$ cat config.mk
export PLATFORM = sky130hd
export DESIGN_NAME = score_keeper
export DESIGN_NICKNAME = d
export VERILOG_FILES = /design/src/rtl/score_keeper.sv
export SDC_FILE = /design/constraint.sdc
export NUM_CORES = 1
export LEC_CHECK = 0
export ABC_AREA = 1
export BUFFER_PORTS_ARGS = -buffer_cell sky130_fd_sc_hd__buf_2
export CAP_MARGIN = 20
export CELL_PAD_IN_SITES_DETAIL_PLACEMENT = 1
export CELL_PAD_IN_SITES_GLOBAL_PLACEMENT = 1
export CORE_MARGIN = 5
export CORE_UTILIZATION = 40
export CTS_CLUSTER_DIAMETER = 120
export DETAILED_ROUTE_END_ITERATION = 8
export PLACE_DENSITY_LB_ADDON = 0.25
export SETUP_SLACK_MARGIN = 0.4
export SYNTH_ARGS = -nofsm -noshare
export SYNTH_HDL_FRONTEND = slang
export SYNTH_SLANG_ARGS = --single-unit
$ cat constraint.sdc
create_clock -name CLOCK_25 -period 7.3 [get_ports CLOCK_25]
set_clock_uncertainty 0.05 [all_clocks]
set_input_delay 0.365 -clock CLOCK_25 [delete_from_list [all_inputs] [get_ports CLOCK_25]]
set_output_delay 0.365 -clock CLOCK_25 [all_outputs]
set_load 0.01 [all_outputs]
$ cat src/rtl/score_keeper.sv
// score_keeper: N-lane hit/miss scoring with combo multiplier, saturating score and a
// sequential double-dabble BCD converter. Optional high-score tracking: SCORE_KEEPER_HISCORE_EN.

module score_lane (
  input  logic CLOCK_25,
  input  logic rst,
  input  logic hit,
  input  logic miss,
  output logic hit_ev,
  output logic miss_ev
);
  logic hit_prev, miss_prev;

  // prev resets high so a flag already asserted at reset release is not an event
  always_ff @(posedge CLOCK_25 or negedge rst) begin
    if (!rst) begin
      hit_prev  <= 1'b1;
      miss_prev <= 1'b1;
    end else begin
      hit_prev  <= hit;
      miss_prev <= miss;
    end
  end

  assign miss_ev = miss & ~miss_prev;
  assign hit_ev  = hit & ~hit_prev & ~miss_ev;
endmodule

module score_keeper #(
  parameter int N_LANES    = 8,
  parameter int SCORE_W    = 16,
  parameter int COMBO_W    = 8,
  parameter int COMBO_STEP = 10,
  parameter int MAX_MULT   = 4,
  parameter int BCD_DIGITS = 5
) (
  input  logic                          CLOCK_25,
  input  logic                          rst,
  input  logic                          restart,
  input  logic                          game_over,
  input  logic [N_LANES-1:0]            hit,
  input  logic [N_LANES-1:0]            miss,
  output logic [SCORE_W-1:0]            score,
  output logic [COMBO_W-1:0]            combo,
  output logic [$clog2(MAX_MULT+1)-1:0] mult,
  output logic [4*BCD_DIGITS-1:0]       bcd,
  output logic                          bcd_valid
`ifdef SCORE_KEEPER_HISCORE_EN
  ,
  output logic [SCORE_W-1:0]            hiscore,
  output logic                          new_record
`endif
);
  localparam int MW = $clog2(MAX_MULT+1);
  localparam int NW = $clog2(N_LANES+1);
  localparam int SW = SCORE_W + NW + MW + 1;
  localparam int CW = COMBO_W + NW + 1;
  localparam int BW = 4*BCD_DIGITS;
  localparam int KW = $clog2(SCORE_W+1);
  localparam logic [SCORE_W-1:0] SCORE_MAX = '1;
  localparam logic [COMBO_W-1:0] COMBO_MAX = '1;

  typedef enum logic [1:0] {IDLE, LOAD, SHIFT, DONE} state_t;

  logic [N_LANES-1:0] hit_ev, miss_ev;
  logic [NW-1:0]      nh, nm;
  logic [SW-1:0]      score_sum;
  logic [CW-1:0]      combo_sum;
  logic [SCORE_W-1:0] score_ev, score_d;
  logic [COMBO_W-1:0] combo_ev, combo_d, steps;
  logic [MW-1:0]      mult_ev, mult_d;
  logic               score_chg;

  for (genvar i = 0; i < N_LANES; i++) begin : g_lane
    score_lane u_lane (
      .CLOCK_25 (CLOCK_25),
      .rst      (rst),
      .hit      (hit[i]),
      .miss     (miss[i]),
      .hit_ev   (hit_ev[i]),
      .miss_ev  (miss_ev[i])
    );
  end

  always_comb begin
    nh = '0;
    nm = '0;
    for (int i = 0; i < N_LANES; i++) begin
      nh = nh + NW'(hit_ev[i]);
      nm = nm + NW'(miss_ev[i]);
    end
    // points use the multiplier registered before this cycle's update
    score_sum = SW'(score) + SW'(nh) * SW'(mult);
    score_ev  = (score_sum > SW'(SCORE_MAX)) ? SCORE_MAX : score_sum[SCORE_W-1:0];
    combo_sum = CW'(combo) + CW'(nh);
    if (nm != '0) combo_ev = '0;
    else          combo_ev = (combo_sum > CW'(COMBO_MAX)) ? COMBO_MAX : combo_sum[COMBO_W-1:0];
    steps   = combo_ev / COMBO_W'(COMBO_STEP);
    mult_ev = (steps >= COMBO_W'(MAX_MULT-1)) ? MW'(MAX_MULT) : MW'(steps) + MW'(1);
    if (restart) begin
      score_d = '0;
      combo_d = '0;
      mult_d  = MW'(1);
    end else if (game_over) begin
      score_d = score;
      combo_d = combo;
      mult_d  = mult;
    end else begin
      score_d = score_ev;
      combo_d = combo_ev;
      mult_d  = mult_ev;
    end
    score_chg = (score_d != score);
  end

  always_ff @(posedge CLOCK_25 or negedge rst) begin
    if (!rst) begin
      score <= '0;
      combo <= '0;
      mult  <= MW'(1);
    end else begin
      score <= score_d;
      combo <= combo_d;
      mult  <= mult_d;
    end
  end

  state_t             state;
  logic               chg_q, pending;
  logic [SCORE_W-1:0] bin_sr;
  logic [BW-1:0]      bcd_sr, bcd_adj;
  logic [KW-1:0]      cnt;

  always_comb begin
    bcd_adj = bcd_sr;
    for (int d = 0; d < BCD_DIGITS; d++)
      if (bcd_sr[4*d +: 4] >= 4'd5) bcd_adj[4*d +: 4] = bcd_sr[4*d +: 4] + 4'd3;
  end

  // chg_q delays the change by one edge so IDLE reacts to the registered score
  always_ff @(posedge CLOCK_25 or negedge rst) begin
    if (!rst) begin
      state     <= IDLE;
      chg_q     <= 1'b0;
      pending   <= 1'b0;
      bin_sr    <= '0;
      bcd_sr    <= '0;
      cnt       <= '0;
      bcd       <= '0;
      bcd_valid <= 1'b1;
    end else begin
      chg_q <= score_chg;
      case (state)
        IDLE:  if (chg_q || pending) state <= LOAD;
        LOAD: begin
          bin_sr  <= score;
          bcd_sr  <= '0;
          cnt     <= KW'(SCORE_W-1);
          pending <= chg_q;
          state   <= SHIFT;
        end
        SHIFT: begin
          {bcd_sr, bin_sr} <= {bcd_adj[BW-2:0], bin_sr, 1'b0};
          cnt <= cnt - KW'(1);
          if (chg_q) pending <= 1'b1;
          if (cnt == '0) state <= DONE;
        end
        DONE: begin
          bcd <= bcd_sr;
          if (chg_q) pending <= 1'b1;
          state <= IDLE;
        end
        default: state <= IDLE;
      endcase
      if (score_chg) bcd_valid <= 1'b0;
      else if (state == DONE && !pending && !chg_q) bcd_valid <= 1'b1;
    end
  end

`ifdef SCORE_KEEPER_HISCORE_EN
  logic game_over_q;

  always_ff @(posedge CLOCK_25 or negedge rst) begin
    if (!rst) begin
      game_over_q <= 1'b0;
      hiscore     <= '0;
      new_record  <= 1'b0;
    end else begin
      game_over_q <= game_over;
      new_record  <= 1'b0;
      if (game_over && !game_over_q && score > hiscore) begin
        hiscore    <= score;
        new_record <= 1'b1;
      end
    end
  end
`endif
endmodule

==> summary.txt, run 1 <==
Synthesis
  – Syn. warnings: 0
  – Post-synthesis area per instance: 8.188 sq um
  – Netlist cell types: 44
  – FF+latch count, synth: roughly 110
  – Net count of the mapped netlist: 876
  – Proportion of synthesized chip area in sequential cells: 41.83%
  – Number of cells produced by synthesis: 803
  – Post-Synthesis Cell Area: 0.006575 sq mm

Final layout
  – Final std cell area, no fill: ~0.0076 sq mm
  – Utilization of the core after routing: 47.79%
  – Area growth from synthesis to layout: 16.31%
  – Cell Count, Final, Fillers Out: 1095
  – Fraction of layout cells with a size suffix above 1: 21.05%
  – Post-layout net count: 947
  – Antenna cells: 0

Critical path
  – Launching element type of the critical path: flip-flop
  – Slowest cell on crit path: sky130_fd_sc_hd__fa_2
  – Critical path arrival: 6.85 ns
  – Crit. End Element: flip-flop
  – Crit path largest cell delay: a little over 0.6 ns
  – Kind of critical path: reg -> reg
  – Worst path required time: 7.54 ns
  – Most frequent CP cell: sky130_fd_sc_hd__fa_1
  – CP max FO: 5

Floorplan
  – Starting utilization of the core area: 41.09%
  – Die Ht: 138.2 microns
  – Number of placed I/O pins: a little under 70
  – Die Span X: 138.2 microns
  – Total number of placement rows: 46
  – Total Die Area: 0.01910 sq mm
  – Area of the placeable core: 0.01600 sq mm

STA
  – Max Slew Vio Count: 0
  – Final min period: 6.605 ns
  – Slew at the pin with the worst max-slew slack: 0.9759 ns
  – Summed negative setup slack over all endpoints: 0 ns
  – Ratio of final minimum period to clock period: between 90% and 100%
  – Setup ws final: 0.6947 ns
  – Total setup violations reported at the end of the flow: 0
  – Highest Clock Rate: about 150 MHz
  – RSZ-0062 raised after global routing: yes
  – Final Hold Violating Endpoints: 0
  – Slew Limit Headroom: a little over a third
  – Final-layout worst hold slack: 0.06644 ns

Power
  – P_int: roughly 1.2 mW
  – Sequential group share of total power: 40.3%
  – Combinational fraction of design power: approximately a third
  – Switching power total: 760.9 uW
  – Power per Cell Area: approximately 260 mW/mm^2
  – Sw Share: 38.79%
  – Total Power Consumption: roughly 2.0 mW
  – Power share of the clock group: about 24%
  – Maximum vdd drop: 0.1138 mV
  – Leak Pwr: 3.840 nW

Global routing
  – Maximum number of pins on one net before global-route repair: 73
  – Total congestion overflow after global routing: 0
  – Number of global-route vias before repair: roughly 6200
  – Global-route wire length before repair: just over 30000 microns
  – Initial antenna violation count: 0
  – Total global-route track usage: 18.88%

Placed design
  – Worst slack at placement: between 0.08 and 0.09 ns
  – Weighted congestion reported at the end of routability-driven placement: 0.8230
  – Number of buffers inserted by port buffering: 67
  – Placed Instances: ~1100
  – HPWL Detailed: between 10000 and 15000 microns
  – Placed inst area: 0.007118 sq mm

Outcome
  – Outcome: finished, final reports clean

Detailed routing
  – Count of nets left with antenna violations after detail routing: 0
  – Initial detailed-routing violation count: 240
  – Average wire per cell in the routed design: ~16 microns
  – Overall routed net length: around 18000 microns
  – Overall via count from detail_route: 5636
  – Detail-routed via count per cell: 5.147
  – Remaining routing DRC violations: 0
  – Iteration count of the initial detailed-routing pass: 4

Clocking
  – Clock sink count: 109
  – Maximum clock path buffer count: 2
  – TritonCTS clock tree: done
  – Root Driver: sky130_fd_sc_hd__clkbuf_16
  – Number of H-tree levels: 3
  – Clock buffers created by TritonCTS: 9
  – Clock-pin transition on the worst setup and hold timing paths: 0.07 ns
  – Later-pin clock latency in the skew report: roughly 0.35 ns

Min path
  – Hold WC Path Type: in -> reg

Flow run
  – Max-cap violation count: 0
==> flip-flops by register name, indices dropped and copies added (netlist names) <==
name	cells
bcd	20
cnt	5
g_lane.u_lane.miss_prev	8
chg_q	1
pending	1
combo	8
bcd_sr	20
mult	3
score	16
bin_sr	16
g_lane.u_lane.hit_prev	8
state	2
bcd_valid	1
==> final timing paths <==
path | start | end | slack, ns | cells after the start
min reg2reg | bin_sr[14]$_DFFE_PN0P_ | bin_sr[15]$_DFFE_PN0P_ | 0.45 | 2
max reg2reg | g_lane[3].u_lane.miss_prev$_DFF_PN1_ | bcd_valid$_DFFE_PN1P_ | 0.69 | 27
max | g_lane[3].u_lane.miss_prev$_DFF_PN1_ | bcd_valid$_DFFE_PN1P_ | 0.69 | 27
min | miss[4] | g_lane[4].u_lane.miss_prev$_DFF_PN1_ | 0.07 | 1
min in group asynchronous | rst | combo[5]$_DFFE_PN0P_ | 0.49 | 2
max in group asynchronous | rst | state[1]$_DFFE_PN0P_ | 5.43 | 3
==> cell usage after synthesis <==
library cell               number  area [sq um]
sky130_fd_sc_hd__nand2_1      170         638.1
sky130_fd_sc_hd__inv_1        133         499.2
sky130_fd_sc_hd__dfrtp_1       91          2277
sky130_fd_sc_hd__nor2_1        57         214.0
sky130_fd_sc_hd__nand3_1       54         270.3
sky130_fd_sc_hd__o21ai_0       45         225.2
sky130_fd_sc_hd__a21oi_1       41         205.2
sky130_fd_sc_hd__ha_1          37         462.9
sky130_fd_sc_hd__dfstp_2       18         473.0
sky130_fd_sc_hd__clkbuf_1      17         63.81
sky130_fd_sc_hd__fa_1          16         320.3
sky130_fd_sc_hd__o211ai_1      15         112.6
sky130_fd_sc_hd__xor2_1        15         131.4
sky130_fd_sc_hd__nand4_1       12         75.07
sky130_fd_sc_hd__o22ai_1       10         62.56
sky130_fd_sc_hd__nand2_2        6         37.54
sky130_fd_sc_hd__nor3_1         6         30.03
sky130_fd_sc_hd__inv_2          5         18.77
sky130_fd_sc_hd__nand3_2        5         50.05
sky130_fd_sc_hd__nand3b_1       5         37.54
sky130_fd_sc_hd__o32ai_1        5         43.79
sky130_fd_sc_hd__nor3b_1        4         30.03
sky130_fd_sc_hd__or2_2          4         25.02
sky130_fd_sc_hd__clkinv_1       3         11.26
sky130_fd_sc_hd__o21ai_1        3         15.01
sky130_fd_sc_hd__a21o_1         2         15.01
sky130_fd_sc_hd__a22oi_1        2         15.01
sky130_fd_sc_hd__nor2_4         2         22.52
sky130_fd_sc_hd__nor3_2         2         20.02
sky130_fd_sc_hd__o21ai_2        2         17.52
sky130_fd_sc_hd__o221ai_1       2         17.52
sky130_fd_sc_hd__xnor2_1        2         17.52
sky130_fd_sc_hd__a21oi_2        1         8.760
sky130_fd_sc_hd__a21oi_4        1         16.27
sky130_fd_sc_hd__a31oi_1        1         6.260
sky130_fd_sc_hd__a32o_1         1         10.01
sky130_fd_sc_hd__buf_2          1         5.000
sky130_fd_sc_hd__buf_6          1         11.26
sky130_fd_sc_hd__nand2_4        1         11.26
sky130_fd_sc_hd__nor4_2         1         12.51
sky130_fd_sc_hd__o211ai_2       1         12.51
sky130_fd_sc_hd__o21a_1         1         7.510
sky130_fd_sc_hd__o21bai_2       1         11.26
sky130_fd_sc_hd__o31ai_1        1         7.510
==> power by group through the flow <==
stage                     registers, mW  clock network, mW  logic, mW
after floorplan                   0.819                  0      0.417
after global placement            0.796                  0      0.639
after detailed placement          0.803                  0      0.672
after CTS                         0.793              0.495      0.683
after global routing              0.808              0.524      0.784
final                             0.791              0.479      0.691
==> routing by layer <==
layer,part of all wire (%),vias to the layer above,GRT usage (%)
li1,-,2732,-
met1,46,2806,24.47
met2,50,77,32.71
met3,3.0,21,3.172
met4,1.4,0,5.252
met5,0,-,0
==> final cells by class <==
type | count | area (sq um)
clock buffer | 11 | 254.0
clock inverter | 5 | 30.03
fill | 1971 | 8353
inverter | 141 | 534.3
multi-input combinational | 534 | 3378
sequential | 109 | 2750
tap | 216 | 270.3
timing repair buffer | 79 | 430.4
==> cell usage in the layout (no fill, tap or decap), types with 2 or more instances in the layout <==
| master | n |
|---|---|
| sky130_fd_sc_hd__o32ai_1 | 5 |
| sky130_fd_sc_hd__ha_1 | 34 |
| sky130_fd_sc_hd__nand2_1 | 157 |
| sky130_fd_sc_hd__nor3_1 | 6 |
| sky130_fd_sc_hd__nand2_2 | 17 |
| sky130_fd_sc_hd__ha_4 | 2 |
| sky130_fd_sc_hd__nand3_2 | 8 |
| sky130_fd_sc_hd__nand2_4 | 3 |
| sky130_fd_sc_hd__o21ai_0 | 42 |
| sky130_fd_sc_hd__o211ai_1 | 15 |
| sky130_fd_sc_hd__a22oi_1 | 2 |
| sky130_fd_sc_hd__nand4_1 | 12 |
| sky130_fd_sc_hd__fa_1 | 13 |
| sky130_fd_sc_hd__a21oi_2 | 6 |
| sky130_fd_sc_hd__buf_2 | 66 |
| sky130_fd_sc_hd__nor3b_2 | 3 |
| sky130_fd_sc_hd__a21oi_1 | 36 |
| sky130_fd_sc_hd__o21ai_2 | 4 |
| sky130_fd_sc_hd__clkbuf_16 | 10 |
| sky130_fd_sc_hd__nand3_1 | 51 |
| sky130_fd_sc_hd__fa_2 | 3 |
| sky130_fd_sc_hd__clkinv_1 | 3 |
| sky130_fd_sc_hd__inv_1 | 130 |
| sky130_fd_sc_hd__nor2_2 | 7 |
| sky130_fd_sc_hd__o221ai_1 | 2 |
| sky130_fd_sc_hd__nand3b_1 | 5 |
| sky130_fd_sc_hd__dfrtp_1 | 91 |
| sky130_fd_sc_hd__nor2_1 | 50 |
| sky130_fd_sc_hd__nor2_4 | 2 |
| sky130_fd_sc_hd__o21ai_1 | 4 |
| sky130_fd_sc_hd__a21o_1 | 2 |
| sky130_fd_sc_hd__or2_2 | 3 |
| sky130_fd_sc_hd__dfstp_2 | 18 |
| sky130_fd_sc_hd__xor2_1 | 15 |
| sky130_fd_sc_hd__clkinv_2 | 3 |
| sky130_fd_sc_hd__nor3_2 | 2 |
| sky130_fd_sc_hd__xnor2_1 | 2 |
| sky130_fd_sc_hd__buf_4 | 12 |
| sky130_fd_sc_hd__inv_2 | 7 |
| sky130_fd_sc_hd__o22ai_1 | 10 |
==> cells by family (layout without fill, tap and decap cells) <==
group | count (synthesis) | after routing | share of synthesized area (%)
AND/OR/NAND/NOR | 329 | 329 | 22.42
flip-flops | 109 | 109 | 41.83
AO/OA/AOI/OAI | 135 | 135 | 12.31
adder cells (fa/ha/maj) | 53 | 53 | 11.91
buffers and inverters | 160 | 236 | 9.267
XOR/XNOR | 17 | 17 | 2.265
==> worst max-delay path, delay by kind of cell (launching register included) <==
kind,cells,cell delay (ns)
compound gates,3,0.54
simple gates,13,1.47
flops,1,0.53
buf+inv,3,0.29
fa+ha+maj,8,3.64
==> what timing repair did <==
item / in CTS / in global routing
endpoints found under the hold margin: 23 / 0
resized for setup: 11 / 41
pin swaps: 1 / 28
setup endpoints to repair: 2 / 6
hold buffers: 1 / 0
buffers inserted: 2 / 7
(Power assumes the default switching activity.)
==> inputs of run 2 (changes only) <==
==> constraint.sdc (replaced) <==
create_clock -name CLOCK_25 -period 7.3 [get_ports CLOCK_25]
set_clock_uncertainty 0.05 [all_clocks]
set_input_delay 1.46 -clock CLOCK_25 [delete_from_list [all_inputs] [get_ports CLOCK_25]]
set_output_delay 1.46 -clock CLOCK_25 [all_outputs]
set_load 0.01 [all_outputs]
==> run 2 against run 1 <==
Effect of this change: the flow now finishes with violations (setup timing); final cell count increased by 5.7%; non-clock buffer count increased by 62; sequential share of layout area decreased by 3.5 points; critical path type is now in -> reg; highest routed layer unchanged.
==> summary.txt, run 2 (synthesis gave the netlist of run 1 again) <==
Floorplan
  – Area of the placeable core: 0.01600 sq mm
  – Number of placed I/O pins: 68
  – Starting utilization of the core area: 41.09%
  – Die Ht: around 140 microns
  – Total Die Area: ~0.019 sq mm
  – Die Span X: 138.2 microns
  – Total number of placement rows: 46

Critical path
  – Launching element type of the critical path: primary input
  – Critical path depth in cells: 33
  – Buf+Inv Stages, Crit Path: 6
  – Most frequent CP cell: sky130_fd_sc_hd__fa_1
  – CP max FO: 8
  – Slowest cell on crit path: sky130_fd_sc_hd__fa_2
  – Register-to-register setup slack: 0.63 ns
  – Worst R2R Path Depth: 31
  – Kind of critical path: in -> reg
  – Worst flop-to-flop path endpoint: bcd_valid$_DFFE_PN1P_
  – Cell family with most CP delay: adder cells
  – Critical path arrival: 7.61 ns
  – Worst path required time: 7.55 ns
  – Crit path largest cell delay: roughly 0.58 ns
  – Crit. End Element: flip-flop
  – Reg2reg start: g_lane[1].u_lane.miss_prev$_DFF_PN1_

Detailed routing
  – Average wire per cell in the routed design: about 17 microns
  – Remaining routing DRC violations: 0
  – Overall routed net length: between 15000 and 20000 microns
  – Count of nets left with antenna violations after detail routing: 0
  – Overall via count from detail_route: 5945
  – Detail-routed via count per cell: between 5 and 6
  – Iteration count of the initial detailed-routing pass: 4
  – Initial detailed-routing violation count: 269

Final layout
  – Fraction of layout cells with a size suffix above 1: 31.24%
  – Most used cells in the layout excluding fill and tap cells: sky130_fd_sc_hd__nand2_1, sky130_fd_sc_hd__inv_1, sky130_fd_sc_hd__dfrtp_1
  – Largest registers: bcd: 20 flops, bcd_sr: 20 flops
  – Area growth from synthesis to layout: 28.91%
  – Post-layout net count: a little over 1000
  – Antenna cells: 0
  – Leading cell type in the layout, fill and taps excluded: sky130_fd_sc_hd__nand2_1

Power
  – Sw Share: 37.96%
  – Combinational fraction of design power: a little over a third
  – Power per Cell Area: 245.9 mW/mm^2
  – P_int: 1.293 mW
  – Sequential group share of total power: 38.0%
  – Leak Pwr: 4.225 nW
  – Switching power total: approximately 790 uW
  – Power share of the clock group: 26.1%
  – Maximum vdd drop: 0.1396 mV

Placed design
  – HPWL Detailed: around 14000 microns
  – Weighted congestion reported at the end of routability-driven placement: 0.8321
  – Worst slack at placement: -0.4600 ns
  – Number of buffers inserted by port buffering: 67

STA
  – Total setup violations reported at the end of the flow: 3
  – Highest Clock Rate: 135.9 MHz
  – Summed negative setup slack over all endpoints: -0.1093 ns
  – Final-layout worst hold slack: 0.4490 ns
  – Slew Limit Headroom: 34.55%
  – Slew at the pin with the worst max-slew slack: 0.9756 ns
  – Ratio of final minimum period to clock period: 100.8%
  – RSZ-0062 raised after global routing: yes
  – Final Hold Violating Endpoints: 0
  – Max Slew Vio Count: 0
  – Setup ws final: -0.05906 ns
  – Final min period: approximately 7.4 ns

Global routing
  – Total global-route track usage: 20.37%
  – Initial antenna violation count: 0
  – Maximum number of pins on one net before global-route repair: 64
  – Global-route wire length before repair: ~32000 microns
  – Number of global-route vias before repair: 6615
  – Total congestion overflow after global routing: 0

Clocking
  – Root Driver: sky130_fd_sc_hd__clkbuf_16
  – Clock-pin transition on the worst setup and hold timing paths: 0.07 ns
  – TritonCTS clock tree: done
  – Number of H-tree levels: 3
  – Clock buffers created by TritonCTS: 9
  – Maximum clock path buffer count: 2
  – Later-pin clock latency in the skew report: 0.36 ns
  – Clock sink count: about 110

Flow run
  – Max-cap violation count: 0

Min path
  – Hold WC Path Type: reg -> reg
  – HP Start: bin_sr[14]$_DFFE_PN0P_
  – Worst hold path cell count: 2
  – Worst Hold Endpoint: bin_sr[15]$_DFFE_PN0P_

Outcome
  – Outcome: finished with violations
  – Violated checks: setup timing
-- run 2: cell types whose count changed in the layout (fill, tap and decap cells not counted), sizes merged --
cell         previous run  this run
buf                    78       141
clkbuf                 11        14
clkinv                  7         4
bufinv                  0         1
dlygate4sd3             1         0
inv                   139       138
-- run 2: area by class of cell --
| class | count | area, sq um |
|---|---|---|
| flip-flops and latches | 109 | 2750 |
| well taps | 216 | 270.3 |
| clock inverters | 2 | 38.79 |
| clock buffers | 14 | 285.3 |
| inverters | 141 | 549.3 |
| fillers | 1949 | 7525 |
| repair buffers | 141 | 944.7 |
| multi-input cells | 534 | 3637 |
-- run 2: worst min-delay path: stages, from the launching register on --
cell and delay (ns):
sky130_fd_sc_hd__dfrtp_1 0.35, sky130_fd_sc_hd__nand2_1 0.05, sky130_fd_sc_hd__o221ai_1 0.06
-- run 2: stage by stage --
| stage | util (%) | cells | total power, mW | instance area (sq um) |
|---|---|---|---|---|
| floorplan | - | 803 | 1.246 | 6689 |
| global placement | 47.22 | 1112 | 1.459 | 7555 |
| detailed placement | 47.22 | 1112 | 1.504 | 7555 |
| CTS | 50.98 | 1146 | 2.067 | 8157 |
| global route | 52.97 | 1157 | 2.228 | 8476 |
| finish | 52.97 | 1157 | 2.084 | 8476 |
-- run 2: how the worst max path moves through the flow --
| stage | to | slack [ns] | start |
|---|---|---|---|
| floorplan | bcd_valid$_DFFE_PN1P_ | 0.24 | miss[3] |
| global placement | bcd_valid$_DFFE_PN1P_ | -0.30 | miss[3] |
| detailed placement | bcd_valid$_DFFE_PN1P_ | -0.46 | miss[1] |
| CTS | bcd_valid$_DFFE_PN1P_ | 0.05 | hit[3] |
| global route | score[14]$_DFF_PN0_ | -0.33 | miss[1] |
| finish | bcd_valid$_DFFE_PN1P_ | -0.06 | miss[1] |
-- run 2: power by group through the flow --
stage	logic, mW	registers (mW)	clock network [mW]
after floorplan	0.426	0.820	0
after global placement	0.663	0.796	0
after detailed placement	0.701	0.803	0
after CTS	0.725	0.793	0.549
after global routing	0.846	0.807	0.575
final	0.749	0.792	0.543
-- run 2: routing by layer --
layer  global-route usage [%]  vias to the layer above  share of wire [%]
met5                        0                        -                  0
met4                    5.356                        0                1.3
met3                    2.621                       20                2.3
met2                    36.31                       94                 52
met1                    26.17                     2974                 44
li1                         -                     2857                  -
-- run 2: repair_timing --
action	CTS	global route
pin swaps	49	61
setup endpoints to repair	11	21
setup buffers	18	11
hold buffers	0	0
resized for setup	41	57
==> inputs of run 3 (changes only) <==
SYNTH_HIERARCHICAL = 1   (was unset)
==> run 3 against run 2 <==
Effect of this change: the flow now finishes without violations; critical endpoint unchanged; critical path type unchanged; synthesized cell count rose by 5.6%; wire length is 6.6% lower; total power shrank 2.6%.
==> summary.txt, run 3 <==
Critical path
  – CP max FO: 4
  – Most frequent CP cell: sky130_fd_sc_hd__fa_1
  – Crit path largest cell delay: 0.56 ns
  – Critical path arrival: 7.51 ns
  – Crit. End Element: flip-flop
  – Cell family with most CP delay: adder cells
  – Worst path required time: 7.55 ns
  – Slowest cell on crit path: sky130_fd_sc_hd__fa_1
  – Register-to-register setup slack: 0.73 ns
  – Buf+Inv Stages, Crit Path: 6
  – Kind of critical path: in -> reg
  – Launching element type of the critical path: primary input

Floorplan
  – Area of the placeable core: 0.01658 sq mm
  – Number of placed I/O pins: 68
  – Total Die Area: ~0.020 sq mm
  – Die Ht: about 140 microns
  – Die Span X: 139.9 microns
  – Total number of placement rows: 47
  – Starting utilization of the core area: 40.73%

Placed design
  – HPWL Detailed: 13420 microns
  – Worst slack at placement: -0.5970 ns
  – Number of buffers inserted by port buffering: 67
  – Weighted congestion reported at the end of routability-driven placement: 0.8427

Clocking
  – Clock sink count: about 110
  – TritonCTS clock tree: done
  – Hold_buf cts: 0
  – Clock-pin transition on the worst setup and hold timing paths: 0.08 ns
  – Clock buffers created by TritonCTS: 9
  – Maximum clock path buffer count: 2
  – Number of H-tree levels: 3
  – Later-pin clock latency in the skew report: 0.37 ns
  – Root Driver: sky130_fd_sc_hd__clkbuf_16

Global routing
  – Total global-route track usage: 19.01%
  – Global-route wire length before repair: just over 30000 microns
  – Maximum number of pins on one net before global-route repair: 58
  – Number of global-route vias before repair: 6273
  – Total congestion overflow after global routing: 0
  – Initial antenna violation count: 0

STA
  – Final-layout worst hold slack: about 0.46 ns
  – Max Slew Vio Count: 0
  – Final min period: between 7 and 8 ns
  – Slew Limit Headroom: around 34%
  – Highest Clock Rate: 137.7 MHz
  – Ratio of final minimum period to clock period: 99.47%
  – Final Hold Violating Endpoints: 0
  – Total setup violations reported at the end of the flow: 0
  – Slew at the pin with the worst max-slew slack: 0.9830 ns
  – Setup ws final: 0.03834 ns
  – RSZ-0062 raised after global routing: yes

Synthesis
  – Top flip-flop cell by instance count after synthesis: sky130_fd_sc_hd__dfrtp_1
  – Fraction of post-synthesis cell area in the top cell type by area: 33.72%
  – Net count of the mapped netlist: 921
  – FF+latch count, synth: 109
  – Proportion of synthesized chip area in sequential cells: about two fifths
  – Most instantiated cells after synthesis: sky130_fd_sc_hd__nand2_1, sky130_fd_sc_hd__inv_1, sky130_fd_sc_hd__dfrtp_1
  – Netlist cell types: between 40 and 50
  – Number of synthesized flops with an enable pin: 0
  – Synth area leaders: sky130_fd_sc_hd__dfrtp_1, sky130_fd_sc_hd__nand2_1, sky130_fd_sc_hd__inv_1
  – Post-Synthesis Cell Area: around 0.0068 sq mm
  – Proportion of synthesized flip-flops having asynchronous set or reset: 100.0%
  – Syn. warnings: 6
  – Post-synthesis area per instance: 7.965 sq um
  – Most area-hungry cell type in the Yosys netlist: sky130_fd_sc_hd__dfrtp_1
  – Cell with the most instances after synthesis: sky130_fd_sc_hd__nand2_1
  – Number of cells produced by synthesis: 848

Detailed routing
  – Overall routed net length: 18370 microns
  – Iteration count of the initial detailed-routing pass: 4
  – Overall via count from detail_route: 6008
  – Remaining routing DRC violations: 0
  – Initial detailed-routing violation count: approximately 210
  – Count of nets left with antenna violations after detail routing: 0
  – Detail-routed via count per cell: 4.974
  – Average wire per cell in the routed design: 15.20 microns

Min path
  – Hold WC Path Type: reg -> reg

Power
  – Power per Cell Area: 237.2 mW/mm^2
  – Total Power Consumption: 2.030 mW
  – Maximum vdd drop: 0.1549 mV
  – Leak Pwr: 4.407 nW

Final layout
  – Post-layout net count: 1056
  – Utilization of the core after routing: 51.61%
  – Area growth from synthesis to layout: 26.73%
  – Largest registers: bcd: 20 flops, bcd_sr: 20 flops
  – Fraction of layout cells with a size suffix above 1: 29.45%
  – Total area of multi-input combinational cells: 0.003630 sq mm
  – Final-layout fill cell count: 2059
  – Most used cells in the layout excluding fill and tap cells: sky130_fd_sc_hd__inv_1, sky130_fd_sc_hd__nand2_1, sky130_fd_sc_hd__dfrtp_1
  – Sequential cell area in the final layout: 0.002750 sq mm
  – Antenna cells: 0

Outcome
  – Outcome: finished, final reports clean

Flow run
  – Max-cap violation count: 0
[run 3: cell types whose count changed in the layout (fill, tap and decap cells not counted), moves of 4 or more]
cell,before,now
sky130_fd_sc_hd__nor2_2,6,11
sky130_fd_sc_hd__nor2_1,48,64
sky130_fd_sc_hd__inv_2,12,16
sky130_fd_sc_hd__nand3_2,15,7
sky130_fd_sc_hd__nand2_4,8,13
sky130_fd_sc_hd__inv_1,121,150
sky130_fd_sc_hd__nand2_2,32,28
sky130_fd_sc_hd__o21ai_0,41,48
sky130_fd_sc_hd__buf_4,69,74
sky130_fd_sc_hd__nand3b_1,5,1
sky130_fd_sc_hd__nand2_1,137,150
sky130_fd_sc_hd__nand3_1,41,36
[run 3: kinds of logic (layout without fill, tap and decap cells)]
group                      Yosys count  after routing  synth area share [%]
and+or+nand+nor                    344            344                 22.79
buffers and inverters              188            328                 10.58
AOI/OAI and AO/OA                  136            136                 11.99
DFF                                109            109                 40.72
adders and majority gates           53             53                 11.60
xor gates and xnor gates            18             18                 2.334
[run 3: power breakdown]
part / switching [mW] / internal [mW]
combinational: 0.471 / 0.245
sequential: 0.0685 / 0.722
clock: 0.270 / 0.253
total: 0.810 / 1.22
[run 3: through the flow]
step	std cells	instance area [sq um]	setup TNS (ns)
floorplan	848	6807	-0.005350
global placement	1164	7701	-1.765
detailed placement	1164	7701	-3.694
CTS	1197	8374	0
global route	1208	8559	-1.306
finish	1208	8559	0
[run 3: worst min-delay path, cell delays in order (launching register included)]
cell and delay (ns):
sky130_fd_sc_hd__dfrtp_1 0.35, sky130_fd_sc_hd__nand2_1 0.05, sky130_fd_sc_hd__o211ai_1 0.07
[run 3: routing by layer]
layer  GRT usage (%)  vias up  wire length (microns)
met1           24.03     2973                   8166
met2           33.98       66                   9495
met4           3.876        0                    174
met3           3.715       15                    531
li1                -     2954                      -
met5               0        -                      0
[run 3: worst paths after layout]
path                                                      start                    end  cells past startpoint
min                                       bin_sr[7]$_DFFE_PN0P_  bin_sr[7]$_DFFE_PN0P_                      2
max in group asynchronous                                   rst     score[6]$_DFF_PN0_                      2
min reg2reg                               bin_sr[7]$_DFFE_PN0P_  bin_sr[7]$_DFFE_PN0P_                      2
max                                                     miss[1]  bcd_valid$_DFFE_PN1P_                     37
min in group asynchronous                                   rst     bcd[6]$_DFFE_PN0P_                      1
max reg2reg                g_lane[1].u_lane/miss_prev$_DFF_PN1_  bcd_valid$_DFFE_PN1P_                     35
[run 3: final cells by class]
class,instances,share of cell area (%)
Inverter,170,7.747
Clock inverter,7,1.126
Sequential cell,109,32.13
Clock buffer,9,2.631
Multi-Input combinational cell,551,42.41
Timing Repair inverter,1,0.04385
Timing Repair Buffer,141,10.70
Tap cell,220,3.216
[run 3: timing repair]
| item | CTS | global route |
|---|---|---|
| gates cloned | 1 | 0 |
| setup buffers | 16 | 11 |
| gates resized for setup | 53 | 30 |
| setup endpoints to repair | 20 | 21 |
| pin swaps | 42 | 31 |
